==> src/rtl/pwm_serial_driver.sv <==
// Multi-channel PWM engine: each phase step it computes one bit per channel and
// shifts the bits MSB-channel-first into an external SIPO latch via sdata/sclk/slatch.
module pwm_serial_driver #(
    parameter int CH     = 8,
    parameter int DW     = 8,
    parameter int PERIOD = 100
) (
    input  logic                  clk,
    input  logic                  reset,
    input  logic                  wr_valid,
    output logic                  wr_ready,
    input  logic [$clog2(CH)-1:0] wr_ch,
    input  logic [DW-1:0]         wr_duty,
    output logic                  sdata,
    output logic                  sclk,
    output logic                  slatch,
    output logic                  frame_done,
    output logic [1:0]            fsm_state
);

    localparam int             CW         = $clog2(CH);
    localparam logic [CW-1:0]  BIT_LAST   = CW'(CH - 1);
    localparam logic [DW-1:0]  PHASE_LAST = DW'(PERIOD - 1);

    typedef enum logic [1:0] {LOAD, SHIFT_LO, SHIFT_HI, LATCH} state_t;

    state_t          state;
    logic [DW-1:0]   pending [CH];
    logic [DW-1:0]   shadow  [CH];
    logic [DW-1:0]   phase;
    logic [CW-1:0]   bit_cnt;
    logic [CH-1:0]   shreg;
    logic [CH-1:0]   load_bits;

    assign fsm_state = state;

    // Write handshake: a write is taken on any rising edge where wr_valid and
    // wr_ready are both 1; wr_ready stays 1 whenever reset is released.
    always_ff @(posedge clk or negedge reset) begin
        if (!reset) begin
            wr_ready <= 1'b0;
            for (int k = 0; k < CH; k++) pending[k] <= '0;
        end else begin
            wr_ready <= 1'b1;
            if (wr_valid && wr_ready && (32'(wr_ch) < CH))
                pending[wr_ch] <= wr_duty;
        end
    end

    // At phase 0 the new period's duties come straight from pending, because
    // shadow is only being loaded on this same edge.
    always_comb begin
        load_bits = '0;
        for (int k = 0; k < CH; k++)
            load_bits[k] = (phase == '0) ? (phase < pending[k]) : (phase < shadow[k]);
    end

    always_ff @(posedge clk or negedge reset) begin
        if (!reset) begin
            state      <= LOAD;
            phase      <= '0;
            bit_cnt    <= '0;
            shreg      <= '0;
            sdata      <= 1'b0;
            sclk       <= 1'b0;
            slatch     <= 1'b0;
            frame_done <= 1'b0;
            for (int k = 0; k < CH; k++) shadow[k] <= '0;
        end else begin
            slatch     <= 1'b0;
            frame_done <= 1'b0;
            case (state)
                LOAD: begin
                    if (phase == '0)
                        for (int k = 0; k < CH; k++) shadow[k] <= pending[k];
                    shreg   <= load_bits;
                    bit_cnt <= '0;
                    sclk    <= 1'b0;
                    state   <= SHIFT_LO;
                end
                SHIFT_LO: begin
                    sdata <= shreg[CH-1];
                    sclk  <= 1'b0;
                    state <= SHIFT_HI;
                end
                SHIFT_HI: begin
                    sclk  <= 1'b1;
                    shreg <= {shreg[CH-2:0], 1'b0};
                    if (bit_cnt == BIT_LAST) begin
                        state <= LATCH;
                    end else begin
                        bit_cnt <= bit_cnt + 1'b1;
                        state   <= SHIFT_LO;
                    end
                end
                LATCH: begin
                    slatch     <= 1'b1;
                    sclk       <= 1'b0;
                    frame_done <= (phase == PHASE_LAST);
                    phase      <= (phase == PHASE_LAST) ? '0 : phase + 1'b1;
                    state      <= LOAD;
                end
                default: state <= LOAD;
            endcase
        end
    end

endmodule

==> config.mk <==
export PLATFORM = sky130hd
export DESIGN_NAME = pwm_serial_driver
export DESIGN_NICKNAME = d
export VERILOG_FILES = /design/src/rtl/pwm_serial_driver.sv
export SDC_FILE = /design/constraint.sdc
export NUM_CORES = 1
export LEC_CHECK = 0
export BUFFER_PORTS_ARGS = -buffer_cell sky130_fd_sc_hd__buf_2
export CORE_MARGIN = 1
export CORE_UTILIZATION = 68
export DETAILED_ROUTE_END_ITERATION = 12
export PLACE_DENSITY = 0.86
export SLEW_MARGIN = 20
export SYNTH_ARGS = -nofsm -noshare
export SYNTH_HDL_FRONTEND = slang
export SYNTH_SLANG_ARGS = --single-unit
==> constraint.sdc <==
create_clock -name clk -period 3.6 [get_ports clk]
set_clock_uncertainty 0.1 [all_clocks]
set_input_delay 0.18 -clock clk [delete_from_list [all_inputs] [get_ports clk]]
set_output_delay 0.18 -clock clk [all_outputs]
set_load 0.01 [all_outputs]
==> flow_metrics.py, run 1 <==
metrics = {
    "yosys": {
        "synth.most_common_cell": "dfrtp_1",
        "syn_area_per_cell_sq_um": 9.750,
        "syn_inst": 873,
        "synth_nets": 1003,
        "synth_area_sq_um": 8512,
        "seq_area_frac_synth": 0.4527,
        "synthTopCellsByArea": "dfrtp_1, ha_1, o21ai_0, inv_1, nand2_1",
        "async_flop_share": 1.000,
        "ys_ff_latch": 154,
        "yosysTopAreaCellShare": 0.4527,
        "synth-edff-count": 0,
        "synth_common_cells": "dfrtp_1, o21ai_0, ha_1, inv_1, nand2_1",
        "yosysTopAreaCell": "dfrtp_1",
        "synth_cell_types": 46,
        "yosys_warnings": 0,
        "synth_ff_type": "dfrtp_1",
    },
    "power": {
        "p_switching_mw": 1.106,
        "combPwrFrac": 0.129,
        "p_clk_frac": 0.416,
        "internal-power_mw": 3.233,
        "p_leak_nw": 5.106,
        "peakVddDrop_mv": 0.3538,
        "p_per_area_nw_per_um2": 463.5,
        "swShare": 0.2549,
        "seqPwrFrac": 0.455,
    },
    "worst_setup_path": {
        "r2r_end": "shreg[2]",
        "critPathMaxStageDelay_ps": 770,
        "cp_data_arrival_time_ps": 2870,
        "path_max_fanout": 61,
        "worstPathCellList": "nor4_2 -> nand4_1 -> buf_4 -> a211oi_1 -> o21ai_1 -> o211ai_1",
        "crit_path_top_delay_cell": "dfrtp_1",
        "r2r_start": "phase[2]",
        "crit_required_ps": 3850,
        "cp-end-kind": "flop",
        "critPathTopFamily": "flip-flops",
        "startpoint_type": "flop",
        "path_class": "flop to flop",
        "r2r_cells": 6,
        "crit_buf_inv": 1,
        "r2r_slack_ps": 980,
    },
    "timing": {
        "timing.hold.ws_ps": 35.35,
        "hold_viol": 0,
        "max_slew_margin": 0.3174,
        "setup_viol": 0,
        "rsz0062_at_grt": "no",
        "period_share": 0.7288,
        "fin_tns_setup_ps": 0,
        "max_clock_freq_mhz": 381.2,
        "maxSlewViolCount": 0,
        "worst_slew_pin_slew_ps": 1022,
        "fin_crit_ps": 2624,
    },
    "clock_network": {
        "htree_levels": 4,
        "root_buffer": "clkbuf_16",
        "numCtsBuffers": 17,
        "cts_tree": "done",
        "clk_transition_reported_paths_ps": 60,
        "clk-insertion-delay-late_ps": 440,
        "cts_sinks": 154,
        "clk_path_buf_depth": 2,
    },
    "drt": {
        "drc": 0,
        "totalWireLength_um": 21360,
        "initialDrtViolationCount": 671,
        "first_pass_iters": 6,
        "vias_per_cell": 6.373,
        "wire_per_inst_um": 20.03,
        "drt.antenna.violating_nets": 0,
        "vias": 6794,
    },
    "hold_path": {
        "hold_path.class": "input port to flop",
        "min_path_cells": 3,
        "min_from": "wr_duty[1]",
        "hold_end": "pending[9]",
    },
    "global_routing": {
        "grt_start_max_net_pins": 104,
        "gr-usage-all-layers": 0.3655,
        "grt-ovfl-total": 0,
        "grt_pass1_vias": 6950,
        "grt_first_pass_wirelength_um": 35410,
        "antenna_found_initial": 0,
    },
    "die": {
        "die_x_um": 113.9,
        "dieArea_sq_um": 12970,
        "coreArea_sq_um": 12110,
        "rows": 40,
        "start_util": 0.7028,
        "die_h_um": 113.9,
        "ios": 21,
    },
    "layout": {
        "nNetsFinal": 1016,
        "drive_gt1_frac": 0.1036,
        "area_growth_pct": 9.981,
        "seq_area_sq_um": 3854,
        "fillers": 736,
        "n_antenna_cell": 0,
        "multi_input_area_sq_um": 4081,
    },
    "place": {
        "hpwl_um": 13400,
        "routabilityCongestion": 0.8805,
        "placement.io_buffers": 20,
    },
    "job": {
        "max_cap_viol_count": 0,
    },
    "run_status": {
        "status": "finished clean",
    },
}
## state kept, by name (all words and copies together) (netlist names)
name and flops:
pending 64, shadow 64, phase 8, shreg 8
bit_cnt 3, fsm_state 2, frame_done 1, sclk 1
sdata 1, slatch 1, wr_ready 1
## power groups by stage
stage	logic, mW	registers, mW	clock network [mW]
finish	0.560	1.97	1.81
global route	0.634	1.99	1.89
CTS	0.554	1.97	1.81
detailed placement	0.535	2.00	0
global placement	0.495	1.99	0
floorplan	0.354	1.98	0
## cells by family after synthesis
family                   count (synthesis)  share of synthesized area
adder cells (fa/ha/maj)                116                     0.1705
buffers and inverters                  151                    0.06806
AND/OR/NAND/NOR                        196                     0.1075
other                                    1                  0.0004406
flip-flops                             154                     0.4527
AO/OA/AOI/OAI                          216                     0.1511
XOR/XNOR                                 6                   0.006175
multiplexers                            33                    0.04351
## worst max-delay path by stage
stage                  start  endpoint  slack, ps  cells past startpoint
detailed placement  phase[2]  shreg[2]       1130                      6
CTS                 phase[2]  shreg[2]       1050                      6
global route        phase[2]  shreg[2]        840                      6
finish              phase[2]  shreg[2]        980                      6
floorplan           phase[0]  shreg[3]       1510                      7
global placement    phase[2]  shreg[3]       1270                      4
## worst reg2reg max path, cell delays in order (launching register included)
cell and delay [ps]:
dfrtp_1 770, nor4_2 480, nand4_1 170, buf_4 340
a211oi_1 400, o21ai_1 110, o211ai_1 160
## final cells by class
type                            count  area share
Clock inverter                      6    0.009088
Sequential cell                   154      0.4117
Inverter                          115     0.04611
Multi-Input combinational cell    568      0.4360
Clock buffer                       25     0.05507
Tap cell                          168     0.02245
Timing Repair Buffer               30     0.01965
## cells in the final DEF (no fill, tap or decap), types with 3 or more instances in the layout
cell type,instances
nand2b_1,17
xnor2_1,3
clkbuf_16,17
nor2_1,23
buf_2,19
nand2_1,105
a211o_1,6
xor2_1,3
buf_4,9
dfrtp_1,154
a211oi_1,23
nor3_1,9
ha_1,116
nand4_1,12
o21ai_1,9
nand3_1,10
a21oi_1,12
clkbuf_8,6
mux2_2,30
o21ai_0,122
and4_1,5
a22oi_1,7
o21a_1,7
a21o_1,18
inv_1,115
a22o_1,5
## routing by layer
metal | track usage | share of wire | up-vias
met3 | 0.08183 | 0.081 | 132
li1 | - | - | 3019
met5 | 0 | 0 | -
met1 | 0.4403 | 0.38 | 3298
met2 | 0.5907 | 0.48 | 345
met4 | 0.2468 | 0.064 | 0
## through the flow
stage,util,std cells,total power [mW],worst slack [ps],cell area (sq um)
floorplan,-,873,2.330,1511,8512
global placement,0.7223,1034,2.484,1268,8748
detailed placement,0.7223,1034,2.532,1134,8748
CTS,0.7727,1066,4.333,1054,9359
global route,0.7729,1066,4.506,839.3,9361
finish,0.7729,1066,4.339,976.4,9361
## what timing repair did
| item | 4_1_cts | 5_1_grt |
|---|---|---|
| endpoints found under the hold margin | 101 | 0 |
| setup buffers | 0 | 0 |
| gates resized for setup | 0 | 0 |
| hold buffers | 1 | 0 |
(Power assumes the default switching activity.)
==> run 2: changes to the inputs <==
ABC_AREA = 1   (was not set)
CORE_UTILIZATION = 63   (was 68)
PLACE_DENSITY = 0.8   (was 0.86)
clock period = 2.6 ns   (was 3.6 ns; I/O delays follow)
==> run 2 against run 1 <==
Effect of this change: die area up 13%; synthesized area up 5.3%; clock-buffer cell count down 7; global-route usage down 6.2 points; clock power up 33%; via count up 1.1%; cell count up 20%; hold slack worse by 20 ps; worst setup slack worse by 600 ps; synthesized cell count up 21%; sequential cell count unchanged; sequential power up 40%; critical path type unchanged; largest cell class unchanged; highest routed layer unchanged.
==> flow_metrics.py, run 2 <==
metrics = {
    "die": {
        "rows": 43,
        "die_x_um": 121.3,
        "coreArea_sq_um": 13880,
        "ios": 21,
        "start_util": 0.6457,
        "die_h_um": 121.3,
        "dieArea_sq_um": 14710,
    },
    "clock_network": {
        "numCtsBuffers": 17,
        "cts_tree": "done",
        "htree_levels": 4,
        "clk-insertion-delay-late_ps": 430,
        "root_buffer": "clkbuf_16",
        "cts_sinks": 154,
        "clk_transition_reported_paths_ps": 60,
        "clk_path_buf_depth": 2,
        "cts_resized": 0,
    },
    "worst_setup_path": {
        "cp-end-kind": "flop",
        "startpoint": "phase[7]",
        "cp_data_arrival_time_ps": 2470,
        "r2r_start": "phase[7]",
        "r2r_cells": 7,
        "crit_required_ps": 2850,
        "path_max_fanout": 61,
        "startpoint_type": "flop",
        "path_class": "flop to flop",
    },
    "layout": {
        "fillers": 1068,
        "drive_gt1_frac": 0.1197,
        "multi_input_area_sq_um": 4235,
        "finalCoreUtilization": 0.7071,
        "layout_commonest_cell": "nand2_1",
        "final_cell_mix": "nand2_1, inv_1, dfrtp_1",
        "seq_area_sq_um": 3854,
        "nNetsFinal": 1220,
        "area_growth_pct": 9.521,
        "n_antenna_cell": 0,
        "top_regs": "pending (64), shadow (64)",
    },
    "hold_path": {
        "hold_path.class": "input port to asynchronous set/reset pin",
    },
    "timing": {
        "rsz0062_at_grt": "no",
        "fin_crit_ps": 2223,
        "timing.hold.ws_ps": 15.28,
        "max_slew_margin": 0.5058,
        "fin_tns_setup_ps": 0,
        "maxSlewViolCount": 0,
        "setup_viol": 0,
        "worst_slew_pin_slew_ps": 741.2,
        "max_clock_freq_mhz": 449.8,
        "period_share": 0.8550,
        "setup_ws_ps": 377.0,
        "hold_viol": 0,
    },
    "place": {
        "placement.io_buffers": 20,
        "routabilityCongestion": 0.8389,
        "post-place-ws_ps": 414.9,
        "hpwl_um": 13780,
    },
    "yosys": {
        "synth.most_common_cell": "nand2_1",
        "synth-edff-count": 0,
        "yosysTopAreaCell": "dfrtp_1",
        "synthMuxAreaShare": 0,
        "syn_area_per_cell_sq_um": 8.471,
        "async_flop_share": 1.000,
        "synth-compound-area-share": 0.1495,
        "seq_area_frac_synth": 0.4300,
        "synth_cell_types": 32,
        "synth_area_sq_um": 8962,
        "ys_ff_latch": 154,
        "yosysTopAreaCellShare": 0.4300,
        "synth_common_cells": "nand2_1, inv_1, dfrtp_1, ha_1, o21ai_0",
        "syn_inst": 1058,
        "synth_xor_area_frac": 0.0009772,
        "synth-simple-area-share": 0.1597,
        "synth_fa_ha_area_frac": 0.1619,
        "synth_top_family_by_area": "adder cells",
        "synth_nets": 1188,
        "yosys_warnings": 0,
        "synth_ff_type": "dfrtp_1",
        "synthTopCellsByArea": "dfrtp_1, ha_1, nand2_1, inv_1, o21ai_2",
    },
    "drt": {
        "drt.antenna.violating_nets": 0,
        "totalWireLength_um": 19920,
        "vias_per_cell": 5.355,
        "topRoutingLayerUsed": "met4",
        "routed-wl-met2_um": 8958,
        "vias": 6871,
        "first_pass_iters": 5,
        "wire_per_inst_um": 15.52,
        "drc": 0,
        "wl_met1_um": 9462,
        "wl_met3_um": 1008,
        "initialDrtViolationCount": 533,
    },
    "global_routing": {
        "grt_pass1_vias": 6658,
        "grt-ovfl-total": 0,
        "gr-usage-all-layers": 0.3034,
        "grt_start_max_net_pins": 97,
        "grt_first_pass_wirelength_um": 33580,
        "antenna_found_initial": 0,
    },
    "job": {
        "max_cap_viol_count": 0,
    },
    "power": {
        "p_leak_nw": 5.118,
        "p_per_area_nw_per_um2": 608.0,
        "peakVddDrop_mv": 0.5754,
    },
    "run_status": {
        "status": "finished clean",
    },
}
## run 2: cell count changes after synthesis, moves of 30 or more
cell     delta
nand2_1   +182
o21ai_0    -34
a21oi_1    +42
mux2_2     -30
inv_1      +61
o21ai_2    +53
## run 2: cell families (layout without fill, tap and decap cells)
kind of cell | count (synthesis) | after routing
adders and majority gates | 116 | 116
buffers and inverters | 206 | 251
DFF | 154 | 154
xor gates and xnor gates | 1 | 1
and+or+nand+nor | 359 | 359
other | 1 | 1
AOI/OAI and AO/OA | 221 | 221
## run 2: repair_timing
| action | in CTS | in global routing |
|---|---|---|
| buffers inserted | 0 | 0 |
| hold buffers | 3 | 0 |
| hold endpoints to repair | 159 | 0 |
## run 2: final timing paths
kind,to,slack [ps]
setup / recovery,shadow[20],380
hold / removal,shadow[41],20
setup reg to reg,shadow[20],380
hold reg to reg,shadow[42],380
max in group asynchronous,shadow[28],1620
min in group clk,pending[1],20
## run 2: final cells by class
cell class / instances / share of cell area
Sequential cell: 154 / 0.3926
Tap cell: 180 / 0.02294
Clock inverter: 14 / 0.01377
Clock buffer: 18 / 0.04372
Multi-Input combinational cell: 698 / 0.4315
Timing Repair Buffer: 37 / 0.02588
Inverter: 182 / 0.06960
## run 2: power by group
part | internal (mW) | switching (mW) | total [mW]
Combinational | 0.256 | 0.564 | 0.820
Clock | 1.34 | 1.05 | 2.40
Sequential | 2.60 | 0.149 | 2.75
## run 2: critical path, stage by stage, from the launching register on
cell     delay (ps)
dfrtp_1         600
nor2_1           90
nand3_2         130
nor2_8           70
nand2_4         160
buf_4           630
nand2_1         230
o21ai_2         110
## run 2: stage by stage
stage | cells | instance area [sq um] | power [mW]
after floorplan | 1058 | 8962 | 3.270
after global placement | 1248 | 9221 | 3.536
after detailed placement | 1248 | 9221 | 3.573
after CTS | 1283 | 9816 | 5.981
after global routing | 1283 | 9816 | 6.246
final | 1283 | 9816 | 5.968
## run 2: layer usage
metal,up-vias,track usage
met4,0,0.1088
met1,3188,0.4276
met3,31,0.06109
li1,3463,-
met5,-,0
met2,189,0.4650
==> run 3: changes to the inputs <==
CAP_MARGIN = 20   (was not set)
CELL_PAD_IN_SITES_DETAIL_PLACEMENT = 1   (was not set)
CELL_PAD_IN_SITES_GLOBAL_PLACEMENT = 2   (was not set)
CORE_UTILIZATION = 39   (was 63)
HOLD_SLACK_MARGIN = 0.03   (was not set)
==> run 3 against run 2 <==
Effect of this change: hold slack gained 48 ps; maximum frequency rose by 12%; non-clock buffer count grew 6; sequential cell count unchanged.
==> flow_metrics.py, run 3 (synthesis results as in run 2) <==
metrics = {
    "timing": {
        "fin_tns_setup_ps": 0,
        "fin_crit_ps": 1980,
        "max_slew_margin": 0.5634,
        "rsz0062_at_grt": "no",
        "maxSlewViolCount": 0,
        "setup_viol": 0,
        "hold_viol": 0,
        "period_share": 0.7615,
        "worst_slew_pin_slew_ps": 655.0,
        "max_clock_freq_mhz": 505.1,
    },
    "clock_network": {
        "root_buffer": "clkbuf_16",
        "cts_sinks": 154,
        "numCtsBuffers": 17,
        "clk_path_buf_depth": 2,
        "clk_transition_reported_paths_ps": 70,
        "htree_levels": 4,
        "clk-insertion-delay-late_ps": 430,
        "cts_tree": "done",
        "cts_resized": 0,
    },
    "power": {
        "swShare": 0.2726,
        "seqPwrFrac": 0.448,
        "p_per_area_nw_per_um2": 601.3,
        "p_clk_frac": 0.421,
        "internal-power_mw": 4.393,
        "p_leak_nw": 5.159,
        "p_switching_mw": 1.646,
        "peakVddDrop_mv": 0.3790,
        "combPwrFrac": 0.131,
    },
    "drt": {
        "drt.antenna.violating_nets": 0,
        "vias_per_cell": 4.929,
        "first_pass_iters": 4,
        "drc": 0,
        "wire_per_inst_um": 16.77,
        "initialDrtViolationCount": 272,
        "totalWireLength_um": 23330,
        "vias": 6856,
    },
    "hold_path": {
        "hold_path.class": "input port to flop",
    },
    "die": {
        "coreArea_sq_um": 22570,
        "ios": 21,
        "start_util": 0.3971,
        "die_h_um": 153.6,
        "die_x_um": 153.6,
        "dieArea_sq_um": 23590,
        "rows": 55,
    },
    "layout": {
        "fillers": 2725,
        "final_area_sq_um": 10040,
        "top_regs": "pending (64), shadow (64)",
        "layout_commonest_cell": "nand2_1",
        "seq_area_sq_um": 3854,
        "nNetsFinal": 1226,
        "final_cell_mix": "nand2_1, inv_1, dfrtp_1",
        "area_growth_pct": 12.05,
        "multi_input_area_sq_um": 4235,
        "drive_gt1_frac": 0.1231,
    },
    "global_routing": {
        "grt-ovfl-total": 0,
        "grt_start_max_net_pins": 63,
        "grt_first_pass_wirelength_um": 39190,
        "antenna_found_initial": 0,
        "grt_pass1_vias": 7209,
        "gr-usage-all-layers": 0.2180,
    },
    "worst_setup_path": {
        "cp-end-kind": "flop",
        "path_class": "flop to flop",
        "worstPathCellList": "inv_1 -> ha_1 -> nand2_1 -> nor2_8 -> nand2_4 -> buf_4 -> nand2_1 -> o21ai_1",
        "crit_top_cell": "nand2_1",
        "cp_data_arrival_time_ps": 2220,
        "crit_required_ps": 2840,
        "startpoint_type": "flop",
        "crit_path_top_delay_cell": "dfrtp_1",
        "critPathMaxStageDelay_ps": 420,
        "critPathTopFamily": "simple AND/OR/NAND/NOR gates",
        "path_max_fanout": 30,
        "crit_buf_inv": 2,
    },
    "place": {
        "place_area_sq_um": 9450,
        "routabilityCongestion": 0.8016,
        "placement.io_buffers": 20,
        "hpwl_um": 16780,
    },
    "job": {
        "max_cap_viol_count": 0,
    },
    "run_status": {
        "status": "finished clean",
    },
}
run 3: changes by cell type in the layout (fill, tap and decap cells not counted), sizes merged:
cell         previous run  this run
clkinv                  5         3
buf                    34        42
inv                   190       181
dlygate4sd3             3         1
diode                   0         1
bufinv                  1         3
clkinvlp                0         3
clkbuf                 18        20
run 3: layout make-up:
cell class,instances,area share
inverters,182,0.06803
diodes,1,0.0002492
clock inverters,8,0.01221
flip-flops and latches,154,0.3838
well taps,285,0.03551
clock buffers,20,0.04548
repair buffers,43,0.03302
multi-input cells,698,0.4218
run 3: per-stage QoR:
| step | utilization | instances | hold slack, ps | power, mW | setup slack (ps) |
|---|---|---|---|---|---|
| 2_1_floorplan | - | 1058 | -265.6 | 3.270 | 733.1 |
| 3_5_place_dp | 0.4187 | 1361 | 81.25 | 3.564 | 671.6 |
| 3_3_place_gp | 0.4187 | 1361 | 77.48 | 3.526 | 725.4 |
| 4_1_cts | 0.4448 | 1390 | 59.21 | 6.123 | 595.1 |
| 5_1_grt | 0.4448 | 1390 | 79.39 | 6.371 | 517.4 |
| 6_report | 0.4449 | 1391 | 63.08 | 6.039 | 620.1 |
run 3: worst paths after layout:
| kind | slack [ps] | to | depth (start not counted) | startpoint |
|---|---|---|---|---|
| min | 60 | pending[18] | 3 | wr_duty[2] |
| max reg2reg | 620 | shadow[61] | 8 | phase[1] |
| min reg2reg | 380 | pending[11] | 2 | pending[11] |
| max | 620 | shadow[61] | 8 | phase[1] |
| max in group asynchronous | 1440 | shadow[10] | 3 | reset |
| min in group asynchronous | 160 | pending[41] | 2 | reset |
run 3: routing by layer:
metal	share of wire	GRT usage
met5	0	0
met4	0.011	0.04762
met3	0.024	0.04059
met2	0.49	0.3775
met1	0.47	0.2820
run 3: what timing repair did:
action / 4_1_cts / 5_1_grt
hold buffers: 1 / 0
endpoints found under the setup margin: 0 / 0
buffers inserted: 0 / 0
hold endpoints to repair: 58 / 0
run 3: worst register-to-register path: stages (launching register included):
cell     delay, ps
dfrtp_1        420
inv_1           90
ha_1           180
nand2_1        160
nor2_8          60
nand2_4        390
buf_4          300
nand2_1         90
o21ai_1        110
run 3: power by group through the flow:
stage                     clock network (mW)  logic, mW  registers (mW)
after floorplan                            0      0.548            2.72
after global placement                     0      0.784            2.74
after detailed placement                   0      0.814            2.75
after CTS                               2.60      0.821            2.71
after global routing                    2.68      0.957            2.74
final                                   2.54      0.790            2.71
